<file path="src/rtl/ysyx_22040088_lsu_if.sv">
// Memory-side bus of the load/store unit: one request channel with a
// valid/ready handshake and one response channel qualified by rsp_valid.
interface ysyx_22040088_lsu_if #(
  parameter int XLEN = 64
);
  logic            bus_req_valid;
  logic            bus_req_ready;
  logic [XLEN-1:0] bus_req_addr;
  logic            bus_req_wen;
  logic [XLEN-1:0] bus_req_wdata;
  logic [7:0]      bus_req_wstrb;
  logic            bus_rsp_valid;
  logic [XLEN-1:0] bus_rsp_rdata;

  modport master (
    output bus_req_valid, bus_req_addr, bus_req_wen, bus_req_wdata, bus_req_wstrb,
    input  bus_req_ready, bus_rsp_valid, bus_rsp_rdata
  );

  modport slave (
    input  bus_req_valid, bus_req_addr, bus_req_wen, bus_req_wdata, bus_req_wstrb,
    output bus_req_ready, bus_rsp_valid, bus_rsp_rdata
  );
endinterface

</file>
<file path="src/rtl/ysyx_22040088_lsu.sv">
// Load/store unit: turns one execute-stage request into a single aligned
// 8-byte bus transaction, then lane-selects and extends the load result.
module ysyx_22040088_lsu #(
  parameter int XLEN = 64
) (
  input  logic            clk,
  input  logic            rst,
  input  logic            start,
  input  logic            mem_wen,
  input  logic [3:0]      mem_mask,
  input  logic [2:0]      sel_rfres,
  input  logic [XLEN-1:0] addr,
  input  logic [XLEN-1:0] wdata,
  output logic            busy,
  output logic            done,
  output logic [XLEN-1:0] rdata,
  output logic            misalign,
  ysyx_22040088_lsu_if.master bus
);

  typedef enum logic [1:0] {IDLE, REQ, WAIT, RESP} state_t;

  state_t          state_reg;
  logic            busy_reg;
  logic            done_reg;
  logic            misalign_reg;
  logic [XLEN-1:0] rdata_reg;
  logic            req_valid_reg;
  logic [XLEN-1:0] req_addr_reg;
  logic            req_wen_reg;
  logic [XLEN-1:0] req_wdata_reg;
  logic [7:0]      req_wstrb_reg;
  logic [2:0]      off_reg;
  logic [3:0]      mask_reg;
  logic [2:1]      ext_reg;

  logic            legal;
  logic [7:0]      size_strb;
  logic [XLEN-1:0] lane_data;
  logic [XLEN-1:0] load_ext;
  logic            sign_ext;

  // A non-one-hot size falls through the default and is reported like a misalignment.
  always_comb begin
    legal     = 1'b0;
    size_strb = 8'h00;
    case (mem_mask)
      4'b0001: begin size_strb = 8'hFF; legal = (addr[2:0] == 3'b000); end
      4'b0010: begin size_strb = 8'h0F; legal = (addr[1:0] == 2'b00);  end
      4'b0100: begin size_strb = 8'h03; legal = (addr[0] == 1'b0);     end
      4'b1000: begin size_strb = 8'h01; legal = 1'b1;                  end
      default: begin size_strb = 8'h00; legal = 1'b0;                  end
    endcase
  end

  // Only an explicit zero-extend request (bit2 set, bit1 clear) avoids sign extension.
  assign sign_ext  = !(ext_reg[2] && !ext_reg[1]);
  assign lane_data = bus.bus_rsp_rdata >> {off_reg, 3'b000};

  always_comb begin
    load_ext = lane_data;
    case (mask_reg)
      4'b0010: load_ext = {{(XLEN-32){sign_ext & lane_data[31]}}, lane_data[31:0]};
      4'b0100: load_ext = {{(XLEN-16){sign_ext & lane_data[15]}}, lane_data[15:0]};
      4'b1000: load_ext = {{(XLEN-8){sign_ext & lane_data[7]}},   lane_data[7:0]};
      default: load_ext = lane_data;
    endcase
  end

  always_ff @(posedge clk or posedge rst) begin
    if (rst) begin
      state_reg     <= IDLE;
      busy_reg      <= 1'b0;
      done_reg      <= 1'b0;
      misalign_reg  <= 1'b0;
      rdata_reg     <= '0;
      req_valid_reg <= 1'b0;
      req_addr_reg  <= '0;
      req_wen_reg   <= 1'b0;
      req_wdata_reg <= '0;
      req_wstrb_reg <= 8'h00;
      off_reg       <= 3'b000;
      mask_reg      <= 4'b0000;
      ext_reg       <= 2'b00;
    end else begin
      done_reg     <= 1'b0;
      misalign_reg <= 1'b0;
      case (state_reg)
        IDLE: begin
          if (start) begin
            busy_reg <= 1'b1;
            if (legal) begin
              state_reg     <= REQ;
              req_valid_reg <= 1'b1;
              req_addr_reg  <= {addr[XLEN-1:3], 3'b000};
              req_wen_reg   <= mem_wen;
              req_wdata_reg <= wdata << {addr[2:0], 3'b000};
              req_wstrb_reg <= mem_wen ? (size_strb << addr[2:0]) : 8'h00;
              off_reg       <= addr[2:0];
              mask_reg      <= mem_mask;
              ext_reg       <= sel_rfres[2:1];
            end else begin
              state_reg    <= RESP;
              done_reg     <= 1'b1;
              misalign_reg <= 1'b1;
              rdata_reg    <= '0;
            end
          end
        end
        REQ: begin
          if (bus.bus_req_ready) begin
            req_valid_reg <= 1'b0;
            state_reg     <= WAIT;
          end
        end
        WAIT: begin
          if (bus.bus_rsp_valid) begin
            rdata_reg <= req_wen_reg ? '0 : load_ext;
            done_reg  <= 1'b1;
            state_reg <= RESP;
          end
        end
        RESP: begin
          busy_reg  <= 1'b0;
          state_reg <= IDLE;
        end
        default: state_reg <= IDLE;
      endcase
    end
  end

  assign busy              = busy_reg;
  assign done              = done_reg;
  assign misalign          = misalign_reg;
  assign rdata             = rdata_reg;
  assign bus.bus_req_valid = req_valid_reg;
  assign bus.bus_req_addr  = req_addr_reg;
  assign bus.bus_req_wen   = req_wen_reg;
  assign bus.bus_req_wdata = req_wdata_reg;
  assign bus.bus_req_wstrb = req_wstrb_reg;

endmodule

</file>
<file path="src/flat_wrapper.sv">
// flat-port wrapper written by rule: the top's interface ports become plain ports
module ysyx_22040088_lsu_flat 
#(
  parameter int XLEN = 64
)
  (clk, rst, start, mem_wen, mem_mask, sel_rfres, addr, wdata, busy, done, rdata, misalign, bus_bus_req_valid, bus_bus_req_addr, bus_bus_req_wen, bus_bus_req_wdata, bus_bus_req_wstrb, bus_bus_req_ready, bus_bus_rsp_valid, bus_bus_rsp_rdata);
  ysyx_22040088_lsu_if #(.XLEN(XLEN)) bus_i ();
  input  logic clk;
  input  logic rst;
  input  logic start;
  input  logic mem_wen;
  input  logic [3:0] mem_mask;
  input  logic [2:0] sel_rfres;
  input  logic [XLEN-1:0] addr;
  input  logic [XLEN-1:0] wdata;
  output logic busy;
  output logic done;
  output logic [XLEN-1:0] rdata;
  output logic misalign;
  output wire logic [$bits(bus_i.bus_req_valid)-1:0] bus_bus_req_valid;
  output wire logic [$bits(bus_i.bus_req_addr)-1:0] bus_bus_req_addr;
  output wire logic [$bits(bus_i.bus_req_wen)-1:0] bus_bus_req_wen;
  output wire logic [$bits(bus_i.bus_req_wdata)-1:0] bus_bus_req_wdata;
  output wire logic [$bits(bus_i.bus_req_wstrb)-1:0] bus_bus_req_wstrb;
  input wire logic [$bits(bus_i.bus_req_ready)-1:0] bus_bus_req_ready;
  input wire logic [$bits(bus_i.bus_rsp_valid)-1:0] bus_bus_rsp_valid;
  input wire logic [$bits(bus_i.bus_rsp_rdata)-1:0] bus_bus_rsp_rdata;
  assign bus_bus_req_valid = bus_i.bus_req_valid;
  assign bus_bus_req_addr = bus_i.bus_req_addr;
  assign bus_bus_req_wen = bus_i.bus_req_wen;
  assign bus_bus_req_wdata = bus_i.bus_req_wdata;
  assign bus_bus_req_wstrb = bus_i.bus_req_wstrb;
  assign bus_i.bus_req_ready = bus_bus_req_ready;
  assign bus_i.bus_rsp_valid = bus_bus_rsp_valid;
  assign bus_i.bus_rsp_rdata = bus_bus_rsp_rdata;
  ysyx_22040088_lsu #(.XLEN(XLEN)) u_core (.clk(clk), .rst(rst), .start(start), .mem_wen(mem_wen), .mem_mask(mem_mask), .sel_rfres(sel_rfres), .addr(addr), .wdata(wdata), .busy(busy), .done(done), .rdata(rdata), .misalign(misalign), .bus(bus_i));
endmodule
</file>
<file path="config.mk">
export PLATFORM = sky130hd
export DESIGN_NAME = ysyx_22040088_lsu_flat
export DESIGN_NICKNAME = d
export VERILOG_FILES = /design/src/rtl/ysyx_22040088_lsu_if.sv /design/src/rtl/ysyx_22040088_lsu.sv /design/src/flat_wrapper.sv
export SDC_FILE = /design/constraint.sdc
export NUM_CORES = 1
export LEC_CHECK = 0
export BUFFER_PORTS_ARGS = -buffer_cell sky130_fd_sc_hd__buf_2
export CAP_MARGIN = 20
export CORE_MARGIN = 5
export CORE_UTILIZATION = 52
export DETAILED_ROUTE_END_ITERATION = 10
export PLACE_DENSITY = 0.82
export RECOVER_POWER = 25
export SLEW_MARGIN = 0
export SYNTH_ARGS = -nofsm -noshare
export SYNTH_HDL_FRONTEND = slang
export SYNTH_SLANG_ARGS = --single-unit
</file>
<file path="constraint.sdc">
create_clock -name clk -period 7.7 [get_ports clk]
set_clock_uncertainty 0.1 [all_clocks]
set_input_delay 0.77 -clock clk [delete_from_list [all_inputs] [get_ports clk]]
set_output_delay 0.77 -clock clk [all_outputs]
set_load 0.005 [all_outputs]
</file>
==> out/qor.txt <==
IO Pins: 410
Worst Path Required: 8.01 ns
Post-CTS Setup Inserts: 0
Yosys top cell by area: dfrtp_1
Yosys warnings: 0
Max Root-Sink Buffers: 3
DRC: 0
DR vias: 11700
Initial DRC count: 1374
Routed Antenna Nets: 0
Syn Inst Count: 1262
# setup viols final: 0
CTS tree: done
Mean post-synth cell area: 9.76 µm²
Placed cells: 1882
Total Wirelength: 41100 µm
CTS root buf: clkbuf_16
CP Data Arrival Time: 4.43 ns
Final core occ: 65.1%
Min Hold Slack: 0.328 ns
Die H: 164 µm
Worst-Margin Slew: 1.46 ns
Setup crit start kind: register
Clk slew on worst S/H paths: 0.06 ns
Post-DP HPWL: 29200 µm
Post-CTS Resized: 0
Core area: 23400 µm²
Outcome: finished clean
Die Width: 164 µm
HP Class: in2reg
Area share of the leading cell type in the synthesized netlist: 43.3%
Vias in the first global route: 11800
Number of flops mapped to enable cells by yosys: 0
Fraction of layout cells with a size suffix above 1: 34.1%
Seq cells post-synth: 213
Crit path from: u_core.off_reg[0]
Iteration count of the initial detailed-routing pass: 5
Hold Crit Start: addr[40]
Critical Path Fanout Max: 62
H-tree lvl count: 1
Drt via density: 6.06
Async SR Flop Fraction: 100%
GRT Residual Overflow: 0
Setup Crit Path Kind: reg2reg
Initial antenna violation count: 5
Top_reg_cell synth: dfrtp_1
Crit. End Element: register
Yosys cell types: 70
Post-synthesis mux area share: 17.7%
Net count reported at finish: 1804
Clk_lat worst skew: 0.52 ns
Area Growth Syn to Fin: 23.5%
TNS Setup: 0 ns
Top cells by count, synth: 325 x nand2_1, 213 x dfrtp_1, 88 x mux2i_1
Total Die Area: 26900 µm²
# hold bufs at CTS: 0
Maximum vdd drop: 0.192 mV
CTS buffer count: 26
# clock sinks: 213
Total power: 5.62 mW
Post-Synth XOR/XNOR Area: 0.213%
Fill count: 1911
Tcrit/Tclk final: 53.5%
P_leak: 7.82 nW
Count leader, synth: nand2_1
Initial core utilization: 52.7%
Synth Area in Simple Gates: 15.9%
Drt wl/cell: 21.3 µm
IO buf count: 405
MaxCap Viol Count: 0
Largest family of logic cells by synthesized area: multiplexers
Post-Synth Adder-Cell Area: 0.406%
Tot GR Track Use: 29.8%
Relative slew slack: 2.57%
Placer Congestion: 0.956
RR Startpoint: u_core.off_reg[0]
Complex-gate fraction of the synthesized area: 17.2%
Power density over the cells: 369 nW/µm²
Num rows: 56
Finished Layout Cells: 1935
First-pass GRT wire length: 63700 µm
Final Critical Period: 4.12 ns
FMAX: 243 MHz
Max Slew Vio Count: 0
Largest net degree at the start of global routing: 136
Synth area leaders: dfrtp_1 43%, nand2_1 9.9%, mux4_2 9.5%, mux2i_1 7.1%, o21ai_0 2.7%
Seq/Total Area, Yosys: 43.3%
Hold Violations, Final: 0
Post-Syn Area: 12300 µm²
RSZ-0062 raised after global routing: no
## per-stage QoR
step                      instance area, µm²  worst slack, ns
after floorplan                        12300             1.01
after detailed placement               14300             3.50
after CTS                              15200             3.62
after global placement                 14300             3.56
final                                  15200             3.58
after global routing                   15200             3.32
## layout by cell type, fill, tap and decap left out, types with 7 or more instances in the layout
cell type / count
nor2_1: 80
buf_2: 403
o21a_1: 11
nand2_1: 325
a22o_1: 26
nand3_1: 22
clkbuf_16: 27
o31ai_1: 23
a31o_2: 7
a221oi_1: 14
a21o_1: 15
dfrtp_1: 211
inv_1: 14
clkbuf_8: 7
a21oi_1: 30
o2bb2ai_1: 15
mux2_2: 11
mux2i_1: 88
buf_4: 9
o211ai_1: 11
nor2b_1: 16
o21ai_0: 66
nand2b_1: 7
a32o_1: 32
mux4_2: 52
## cells by family after synthesis
logic type                 count (synthesis)
muxes                                    151
AOI/OAI and AO/OA                        282
adders and majority gates                  4
xor gates and xnor gates                   3
DFF                                      213
other                                      1
and+or+nand+nor                          476
buffers and inverters                    132
## path summary, 6_finish.rpt
path	end	slack [ns]	cells after the start
setup / recovery	u_core.rdata[52]	3.58	6
min in group asynchronous	u_core.rdata[56]	0.37	2
hold reg to reg	u_core.bus.bus_req_addr[11]	0.37	2
setup reg to reg	u_core.rdata[52]	3.58	6
hold / removal	u_core.bus.bus_req_addr[40]	0.33	3
max in group asynchronous	u_core.off_reg[0]	5.12	4
## final cells by class
| type | instances | area [µm²] | share of cell area [%] |
|---|---|---|---|
| diodes | 2 | 5.00 | 0.0329 |
| clock buffers | 38 | 787 | 5.17 |
| inverters | 17 | 71.3 | 0.468 |
| flip-flops and latches | 213 | 5330 | 35.0 |
| multi-input cells | 919 | 6350 | 41.7 |
| clock inverters | 9 | 100 | 0.657 |
| repair buffers | 418 | 2170 | 14.3 |
| well taps | 319 | 399 | 2.62 |
## power breakdown
part | internal, mW | switching [mW]
registers | 1.54 | 0.267
logic | 1.13 | 1.44
clock network | 0.771 | 0.482
## layer usage
metal	global-route usage, %	share of wire (%)	vias up
met5	0	0.10	-
met4	16.2	6.0	6
met3	9.21	12	147
met2	47.0	46	746
met1	36.7	35	5645
li1	-	-	5184
## worst max-delay path: stages (launching register included)
cell       delay, ns
dfrtp_2         0.33
buf_4           0.66
inv_2           0.44
mux2i_1         0.41
or3b_1          0.80
o2111ai_4       0.72
a32o_1          0.49
(Power assumes the default switching activity.)
